===== config.mk =====
export PLATFORM = sky130hd
export DESIGN_NAME = edge_pulse_gen
export DESIGN_NICKNAME = d
export VERILOG_FILES = /design/src/rtl/edge_pulse_pkg.sv /design/src/rtl/sync_2ff.sv /design/src/rtl/edge_pulse_gen.sv
export SDC_FILE = /design/constraint.sdc
export NUM_CORES = 1
export LEC_CHECK = 0
export CORE_ASPECT_RATIO = 1.2
export CORE_MARGIN = 3
export CORE_UTILIZATION = 45
export CTS_CLUSTER_SIZE = 24
export DETAILED_ROUTE_END_ITERATION = 7
export PLACE_DENSITY = 0.73
export SLEW_MARGIN = 20
export SYNTH_ARGS = -nofsm -noshare
export SYNTH_HDL_FRONTEND = slang
export SYNTH_SLANG_ARGS = --single-unit
export TNS_END_PERCENT = 30

===== constraint.sdc =====
create_clock -name clk -period 1.65 [get_ports clk]
set_clock_uncertainty 0.05 [all_clocks]
set_input_delay 0.165 -clock clk [delete_from_list [all_inputs] [get_ports clk]]
set_output_delay 0.165 -clock clk [all_outputs]
set_load 0.01 [all_outputs]

===== src/rtl/edge_pulse_pkg.sv =====
// Shared types and constants for the debounced edge-to-pulse front end.
package edge_pulse_pkg;

  localparam int SYNC_STAGES = 2;

  typedef enum logic [1:0] {
    IDLE_LOW  = 2'd0,
    CHK_HIGH  = 2'd1,
    IDLE_HIGH = 2'd2,
    CHK_LOW   = 2'd3
  } edge_state_t;

  function automatic logic is_check(input edge_state_t st);
    return (st == CHK_HIGH) || (st == CHK_LOW);
  endfunction

endpackage


===== src/rtl/sync_2ff.sv =====
// Flop-chain synchroniser (SYNC_STAGES deep) for an asynchronous input bus.
module sync_2ff
  import edge_pulse_pkg::*;
#(
  parameter int WIDTH = 1
) (
  input  logic             clk,
  input  logic             RST,
  input  logic [WIDTH-1:0] d_i,
  output logic [WIDTH-1:0] q_o
);

  logic [WIDTH-1:0] sync_q [SYNC_STAGES];

  always_ff @(posedge clk) begin
    if (RST) begin
      for (int i = 0; i < SYNC_STAGES; i++) sync_q[i] <= '0;
    end else begin
      sync_q[0] <= d_i;
      for (int i = 1; i < SYNC_STAGES; i++) sync_q[i] <= sync_q[i-1];
    end
  end

  assign q_o = sync_q[SYNC_STAGES-1];

endmodule


===== src/rtl/edge_pulse_gen.sv =====
// Debounced edge-to-pulse generator feeding an event counter's count_enable.
// Define EDGE_PULSE_BOTH_EN to also pulse on accepted falling edges.
module edge_pulse_gen
  import edge_pulse_pkg::*;
#(
  parameter int DB_BITS     = 4,
  parameter int GLITCH_BITS = 8
) (
  input  logic                   clk,
  input  logic                   RST,
  input  logic                   async_in,
  input  logic                   enable,
  input  logic [DB_BITS-1:0]     db_threshold,
  output logic                   pulse_out,
  output logic                   level_out,
  output logic                   busy,
  output logic [GLITCH_BITS-1:0] glitch_cnt
);

  localparam logic [DB_BITS-1:0] DB_ONE = DB_BITS'(1);

  logic                   s2;
  logic [DB_BITS-1:0]     thr;
  logic [GLITCH_BITS-1:0] glitch_inc;

  edge_state_t            state_q,  state_d;
  logic [DB_BITS-1:0]     db_cnt_q, db_cnt_d;
  logic                   level_q,  level_d;
  logic                   pulse_q,  pulse_d;
  logic [GLITCH_BITS-1:0] glitch_q, glitch_d;

  sync_2ff #(.WIDTH(1)) u_sync (
    .clk (clk),
    .RST (RST),
    .d_i (async_in),
    .q_o (s2)
  );

  // Threshold is read live; a zero setting behaves as one.
  assign thr        = (db_threshold == '0) ? DB_ONE : db_threshold;
  assign glitch_inc = (glitch_q == '1) ? glitch_q : glitch_q + GLITCH_BITS'(1);

  always_comb begin
    state_d  = state_q;
    db_cnt_d = db_cnt_q;
    level_d  = level_q;
    pulse_d  = 1'b0;
    glitch_d = glitch_q;
    case (state_q)
      IDLE_LOW: begin
        if (s2) begin
          state_d  = CHK_HIGH;
          db_cnt_d = DB_ONE;
        end
      end
      CHK_HIGH: begin
        // A reversal wins over a threshold hit on the same cycle.
        if (!s2) begin
          state_d  = IDLE_LOW;
          glitch_d = glitch_inc;
        end else if (db_cnt_q >= thr) begin
          state_d = IDLE_HIGH;
          level_d = 1'b1;
          pulse_d = enable;
        end else begin
          db_cnt_d = db_cnt_q + DB_ONE;
        end
      end
      IDLE_HIGH: begin
        if (!s2) begin
          state_d  = CHK_LOW;
          db_cnt_d = DB_ONE;
        end
      end
      CHK_LOW: begin
        if (s2) begin
          state_d  = IDLE_HIGH;
          glitch_d = glitch_inc;
        end else if (db_cnt_q >= thr) begin
          state_d = IDLE_LOW;
          level_d = 1'b0;
`ifdef EDGE_PULSE_BOTH_EN
          pulse_d = enable;
`else
          pulse_d = 1'b0;
`endif
        end else begin
          db_cnt_d = db_cnt_q + DB_ONE;
        end
      end
      default: state_d = IDLE_LOW;
    endcase
  end

  always_ff @(posedge clk) begin
    if (RST) begin
      state_q  <= IDLE_LOW;
      db_cnt_q <= '0;
      level_q  <= 1'b0;
      pulse_q  <= 1'b0;
      glitch_q <= '0;
    end else begin
      state_q  <= state_d;
      db_cnt_q <= db_cnt_d;
      level_q  <= level_d;
      pulse_q  <= pulse_d;
      glitch_q <= glitch_d;
    end
  end

  assign pulse_out  = pulse_q;
  assign level_out  = level_q;
  assign busy       = is_check(state_q);
  assign glitch_cnt = glitch_q;

endmodule


==> results.md, run 1 <==
- Syn Std Cell Area: 1020 um^2
- Count leader, synth: dfxtp_1
- Total grt overflow: 0
- R2r endpoint: level_out
- Fin crit period: 1620 ps
- Largest net degree at the start of global routing: 14
- Launching point of the worst reg2reg path: db_cnt_q[3]
- Final net count: 167
- Most frequent cells after synthesis: dfxtp_1 (18), nand2_1 (11), inv_1 (10), nor2_1 (8), ha_1 (6)
- Crit end category: flip-flop
- Slew Limit Fails: 0
- Setup CP Type: flip-flop to flip-flop
- Status: finished, final reports clean
- HP Start: enable
- Cell variety after synth: 38
- IO Count: 19
- Synth-to-Final Area Change: 45.0%
- Routability congestion estimate: 0.823
- Antenna violations before repair: 0
- Slew @ Worst Pin: 533 ps
- DPL Wire Length: roughly 1900 um
- Seq cells post-synth: 18
- Achievable Freq: 616 MHz
- Worst r2r path cells: 6
- MaxCap Viol Count: 0
- Final hold vios: 0
- DR WL/cell: 14.2 um
- Layout cells sized above 1: 30.3%
- Worst slack at placement: -551 ps
- DR vias: a little over 1,000
- Worst skew pair latency: 300 ps
- Crit start category: flip-flop
- # hold bufs at CTS: 0
- Ys async rst share: 0%
- Die height: 58.1 um
- Port bufs: 18
- Cells after Synth: approximately 120
- Clk pin slew, worst setup/hold paths: 120 ps
- DR pass1 iterations: 4
- Drt first-iter violations: 44
- Area of the die: roughly 2900 um^2
- Clock root buffer: clkbuf_4
- Fin worst setup slack: 25.5 ps
- Final period utilization: 98.5%
- Chip width: 49.4 um
- Hold EP: pulse_out
- Core area: 2090 um^2
- Worst slew margin: between 60% and 70%
- Placed Cells: 176
- Critical Path RT: 1810 ps
- RSZ-0062 raised after global routing: yes
- Mean Syn Cell Area: 8.54 um^2
- First-pass GRT wire length: 4610 um
- PwrDens: 585 nW/um^2
- Maximum root-to-sink buffer count: 2
- Seq/Total Area, Yosys: 35.5%
- Sink Count: 18
- Final ANT Viol Nets: 0
- GRT Resource Usage Total: 20.4%
- Post-synth top area share: 35.5%
- CTS Buf Count: 3
- CTS tree: done
- DRC: 0
- Routed vias/inst: 5.65
- Final setup vio count: 0
- Internal reg-to-reg setup slack: 30 ps
- Yosys top cell by area: dfxtp_1
- Vias in the first global route: 1,046
- Hold Path Class: primary input to flip-flop
- Post-route non-filler standard cell count: 182
- Ys Warns: 0
- Leak: 0.000573 uW
- Net Count, Synth: ~130
- Starting Density: between 40% and 50%
- Antenna diode count: 0
- Power consumption: 862 uW
- Largest cells by area after synthesis: dfxtp_1 (35%), ha_1 (7.4%), nand2_1 (4.1%)
- EDFF count, synth: 0
- Worst Hold Path Cells: 3
- Setup TNS: 0 ps
- Crit path DAT: 1780 ps
- Primary FF master, synth: dfxtp_1
- Cell row count: 18
- Final wirelength: 2580 um
- Critical Path Fanout Max: 4
- # H-tree levels: 1
- Worst vdd ir: about 0.62 mV
-- worst max-delay path by stage --
stage / from / endpoint / cells past startpoint
after floorplan: db_threshold[2] / level_out / 7
final: db_cnt_q[3] / level_out / 6
after detailed placement: db_threshold[2] / db_cnt_q[3] / 8
after global placement: db_threshold[2] / level_out / 8
after global routing: db_cnt_q[3] / level_out / 6
after CTS: db_cnt_q[3] / level_out / 6
-- per-stage QoR --
stage,hold slack (ps),area [um^2],util [%]
3_5_place_dp,407,1320,62.8
4_1_cts,334,1430,68.3
2_1_floorplan,234,1020,-
3_3_place_gp,369,1320,62.8
6_report,336,1470,70.3
5_1_grt,368,1470,70.3
-- layout make-up --
class / instances / area [um^2]
flip-flops and latches: 18 / 369
well taps: 30 / 37.5
inverters: 10 / 37.5
repair buffers: 33 / 292
multi-input cells: 87 / 701
clock buffers: 4 / 36.3
fillers: 178 / 622
-- layer usage --
metal	routed length [um]	vias up	part of all wire, %	GRT usage (%)
li1	-	508	-	-
met3	101	4	3.9	3.86
met5	0	-	0	0
met1	1070	492	41	22.3
met2	1380	24	53	37.9
met4	31	0	1.2	9.49
-- report_power, final --
group / internal, uW / switching, uW / total [uW] / leakage (uW)
Combinational: 64.5 / 62.6 / 127 / 0.000403
Sequential: 442 / 5.40 / 447 / 0.000149
Clock: 135 / 153 / 287 / 0.0000210
Total: 641 / 221 / 862 / 0.000573
-- placed cells by master, fill, tap and decap left out, types with 4 or more instances in the layout --
cell type        synthesis  final
inv_1                   10      9
nor4_1                   5      4
nand2_1                 11     10
clkdlybuf4s50_1          0     14
nand3_1                  5      5
buf_4                    0     14
dlygate4sd2_1            0      4
nor2_1                   8      6
dfxtp_1                 18     11
dfxtp_2                  0      7
-- cells by family after synthesis --
group | synth area share (%)
flops | 35.5
mux | 1.97
compound gates | 18.7
buf+inv | 5.17
fa+ha+maj | 7.39
simple gates | 25.4
xor+xnor | 5.91
-- critical path, cell delays in order (launching register included) --
cell and delay [ps]:
dfxtp_2 350, ha_1 220, buf_4 150, nor3_4 210, or2_4 190, nor4_2 50, a311o_1 310
-- flip-flops by register name, summed over array words and instances (netlist names), named ones only --
signal / cells
db_cnt_q: 4
glitch_cnt: 8
level_out: 1
pulse_out: 1
state_q: 1
u_sync.sync_q: 2
-- timing repair --
| item | 4_1_cts | 5_1_grt |
|---|---|---|
| buffers inserted | 1 | 1 |
| gates resized for setup | 23 | 16 |
| pin swaps | 10 | 1 |
| endpoints found under the setup margin | 9 | 10 |
(Power assumes the default switching activity.)
==> inputs of run 2 (changes only) <==
- CTS_CLUSTER_SIZE: 24 -> 20
- PLACE_DENSITY: 0.73 -> default
- PLACE_DENSITY_LB_ADDON: default -> 0.05
==> run 2 against run 1 <==
  * Sequential cell count did not move
  * Critical path depth rose by 2
  * Sequential power barely moved
  * Die area did not move
  * Worst hold slack improved by 22 ps
  * Critical path type is now primary input to flip-flop
  * Setup slack improved by 17 ps
  * Largest power group unchanged
  * Combinational power rose by 3%
  * Wire length fell by 5.9%
  * Register-to-register slack improved by 70 ps
  * Clock power fell by 6%
  * Global-route usage fell by 1.9 points
  * Sequential share of layout area fell by 0.45 points
==> results.md, run 2 (synthesis gave the netlist of run 1 again) <==
- Status: finished, final reports clean (unchanged)
- Largest net degree at the start of global routing: 15 (was 14)
- Antenna violations before repair: 0 (unchanged)
- Worst slack at placement: -469 ps (was -551 ps)
- P_sw: 205 uW (was 221 uW)
- GRT Resource Usage Total: 18.5% (was 20.4%)
- Drt first-iter violations: 12 (was 44)
- Chip width: 49.4 um (unchanged)
- IO Count: 19 (unchanged)
- Crit end category: flip-flop (unchanged)
- Maximum root-to-sink buffer count: 2 (unchanged)
- Critical Path Fanout Max: 3 (was 4)
- Fill cells: 170 (was 178)
- Final setup vio count: 0 (unchanged)
- Layout cells sized above 1: 27.0% (was 30.3%)
- # hold bufs at CTS: 0 (unchanged)
- Clk pin slew, worst setup/hold paths: 100 ps (was 120 ps)
- Critical Path RT: 1780 ps (was 1810 ps)
- Commonest non-fill, non-tap cells in the layout: dfxtp_1 (17), buf_4 (15), clkdlybuf4s50_1 (14), nand2_1 (10), inv_1 (9) (was clkdlybuf4s50_1 (14), buf_4 (14), dfxtp_1 (11), nand2_1 (10), inv_1 (9))
- Fin worst setup slack: 42.2 ps (was 25.5 ps)
- DR pass1 iterations: 3 (was 4)
- Slew @ Worst Pin: 473 ps (was 533 ps)
- Routability congestion estimate: 0.816 (was 0.823)
- # H-tree levels: 1 (unchanged)
- Worst skew pair latency: 290 ps (was 300 ps)
- Cell row count: 18 (unchanged)
- DR vias: 974 (was 1,028)
- Cell Int Power: 644 uW (was 641 uW)
- Combinational group share of total power: 15.4% (was 14.8%)
- Port bufs: 18 (unchanged)
- RSZ-0062 raised after global routing: no (was yes)
- Hold WS: 358 ps (was 336 ps)
- Sw frac: 24.2% (was 25.6%)
- MaxCap Viol Count: 0 (unchanged)
- Clock power frac: 32.0% (was 33.4%)
- DRC: 0 (unchanged)
- Hold Path Class: primary input to flip-flop (unchanged)
- Flop pwr share: 52.6% (was 51.9%)
- CTS Buf Count: 3 (unchanged)
- Max FFs per register: 8 (unchanged)
- Dpl cell area: 1320 um^2 (about the same)
- Post-route non-filler standard cell count: 182 (unchanged)
- Vias in the first global route: 993 (was 1,046)
- Die height: 58.1 um (unchanged)
- Crit path DAT: 1740 ps (was 1780 ps)
- Leak: 0.000591 uW (was 0.000573 uW)
- Placed Cells: 177 (was 176)
- Commonest non-fill, non-tap cell in the layout: dfxtp_1
- Crit start category: primary input (was flip-flop)
- DR WL/cell: 13.4 um (was 14.2 um)
- Total grt overflow: 0 (unchanged)
- Area of the die: 2870 um^2 (unchanged)
- Worst slew margin: 68.3% (was 64.4%)
- Fin crit period: 1610 ps (was 1620 ps)
- Final instance area: 1470 um^2 (about the same)
- Final hold vios: 0 (unchanged)
- Final net count: 167 (unchanged)
- Final period utilization: 97.4% (was 98.5%)
- Routed vias/inst: 5.35 (was 5.65)
- Sink Count: 18 (unchanged)
- Starting Density: 48.5% (unchanged)
- Core area: 2090 um^2 (unchanged)
- Synth-to-Final Area Change: 44.6% (was 45.0%)
- PwrDens: 578 nW/um^2 (was 585 nW/um^2)
- Slew Limit Fails: 0 (unchanged)
- First-pass GRT wire length: 4110 um (was 4610 um)
- Setup TNS: 0 ps (unchanged)
- Setup CP Type: primary input to flip-flop (was flip-flop to flip-flop)
- CTS tree: done (unchanged)
- Clock root buffer: clkbuf_4 (unchanged)
- Final wirelength: 2430 um (was 2580 um)
- DPL Wire Length: 1780 um (was 1860 um)
- Antenna diode count: 0 (unchanged)
- Final ANT Viol Nets: 0 (unchanged)
- Achievable Freq: 622 MHz (was 616 MHz)
- Worst vdd ir: 0.608 mV (was 0.622 mV)
run 2: changes by cell type in the layout (fill, tap and decap cells not counted), sizes merged:
cell and delta:
dlygate4sd2 -2, dlymetal6s2s +2
run 2: layout make-up:
class                           instances  area, um^2  share of cell area [%]
Sequential cell                        18         362                    24.6
Multi-Input combinational cell         87         701                    47.7
Tap cell                               30        37.5                    2.56
Timing Repair Buffer                   33         295                    20.1
Clock buffer                            4        36.3                    2.47
Inverter                               10        37.5                    2.56
run 2: worst max-delay path, cell delays in order:
cell	delay [ps]
clkdlybuf4s50_1	430
a31o_4	220
ha_4	260
nor2b_4	40
o21a_1	210
buf_4	160
o21ai_2	130
o311ai_1	110
run 2: path summary, 6_finish.rpt:
check                      start                  end  slack [ps]  cells after the start
max reg2reg          db_cnt_q[3]            level_out         100                      5
min reg2reg  u_sync.sync_q[0][0]  u_sync.sync_q[0][1]         400                      1
min                     async_in  u_sync.sync_q[0][0]         360                      2
max              db_threshold[0]          db_cnt_q[1]          40                      8
run 2: metrics by stage:
step           utilization, %  power [uW]
2_1_floorplan               -         507
3_3_place_gp             63.2         561
3_5_place_dp             63.2         563
5_1_grt                  70.1         885
6_report                 70.1         849
4_1_cts                  67.7         849
run 2: metal layers:
layer / GRT usage (%) / wire [um]
met4: 9.49 / 23
met2: 33.3 / 1320
met1: 20.5 / 1020
met3: 3.86 / 69
met5: 0 / 0
run 2: power by group through the flow:
stage               sequential [uW]  combinational (uW)  clock (uW)
finish                          447                 131         271
floorplan                       459                47.6           0
detailed placement              457                 107           0
global placement                456                 104           0
global route                    448                 141         296
CTS                             447                 124         278
run 2: what timing repair did:
action,in CTS,in global routing
pin swaps,8,5
endpoints found under the setup margin,8,11
resized for setup,18,15
setup buffers,1,0
gates cloned,0,0
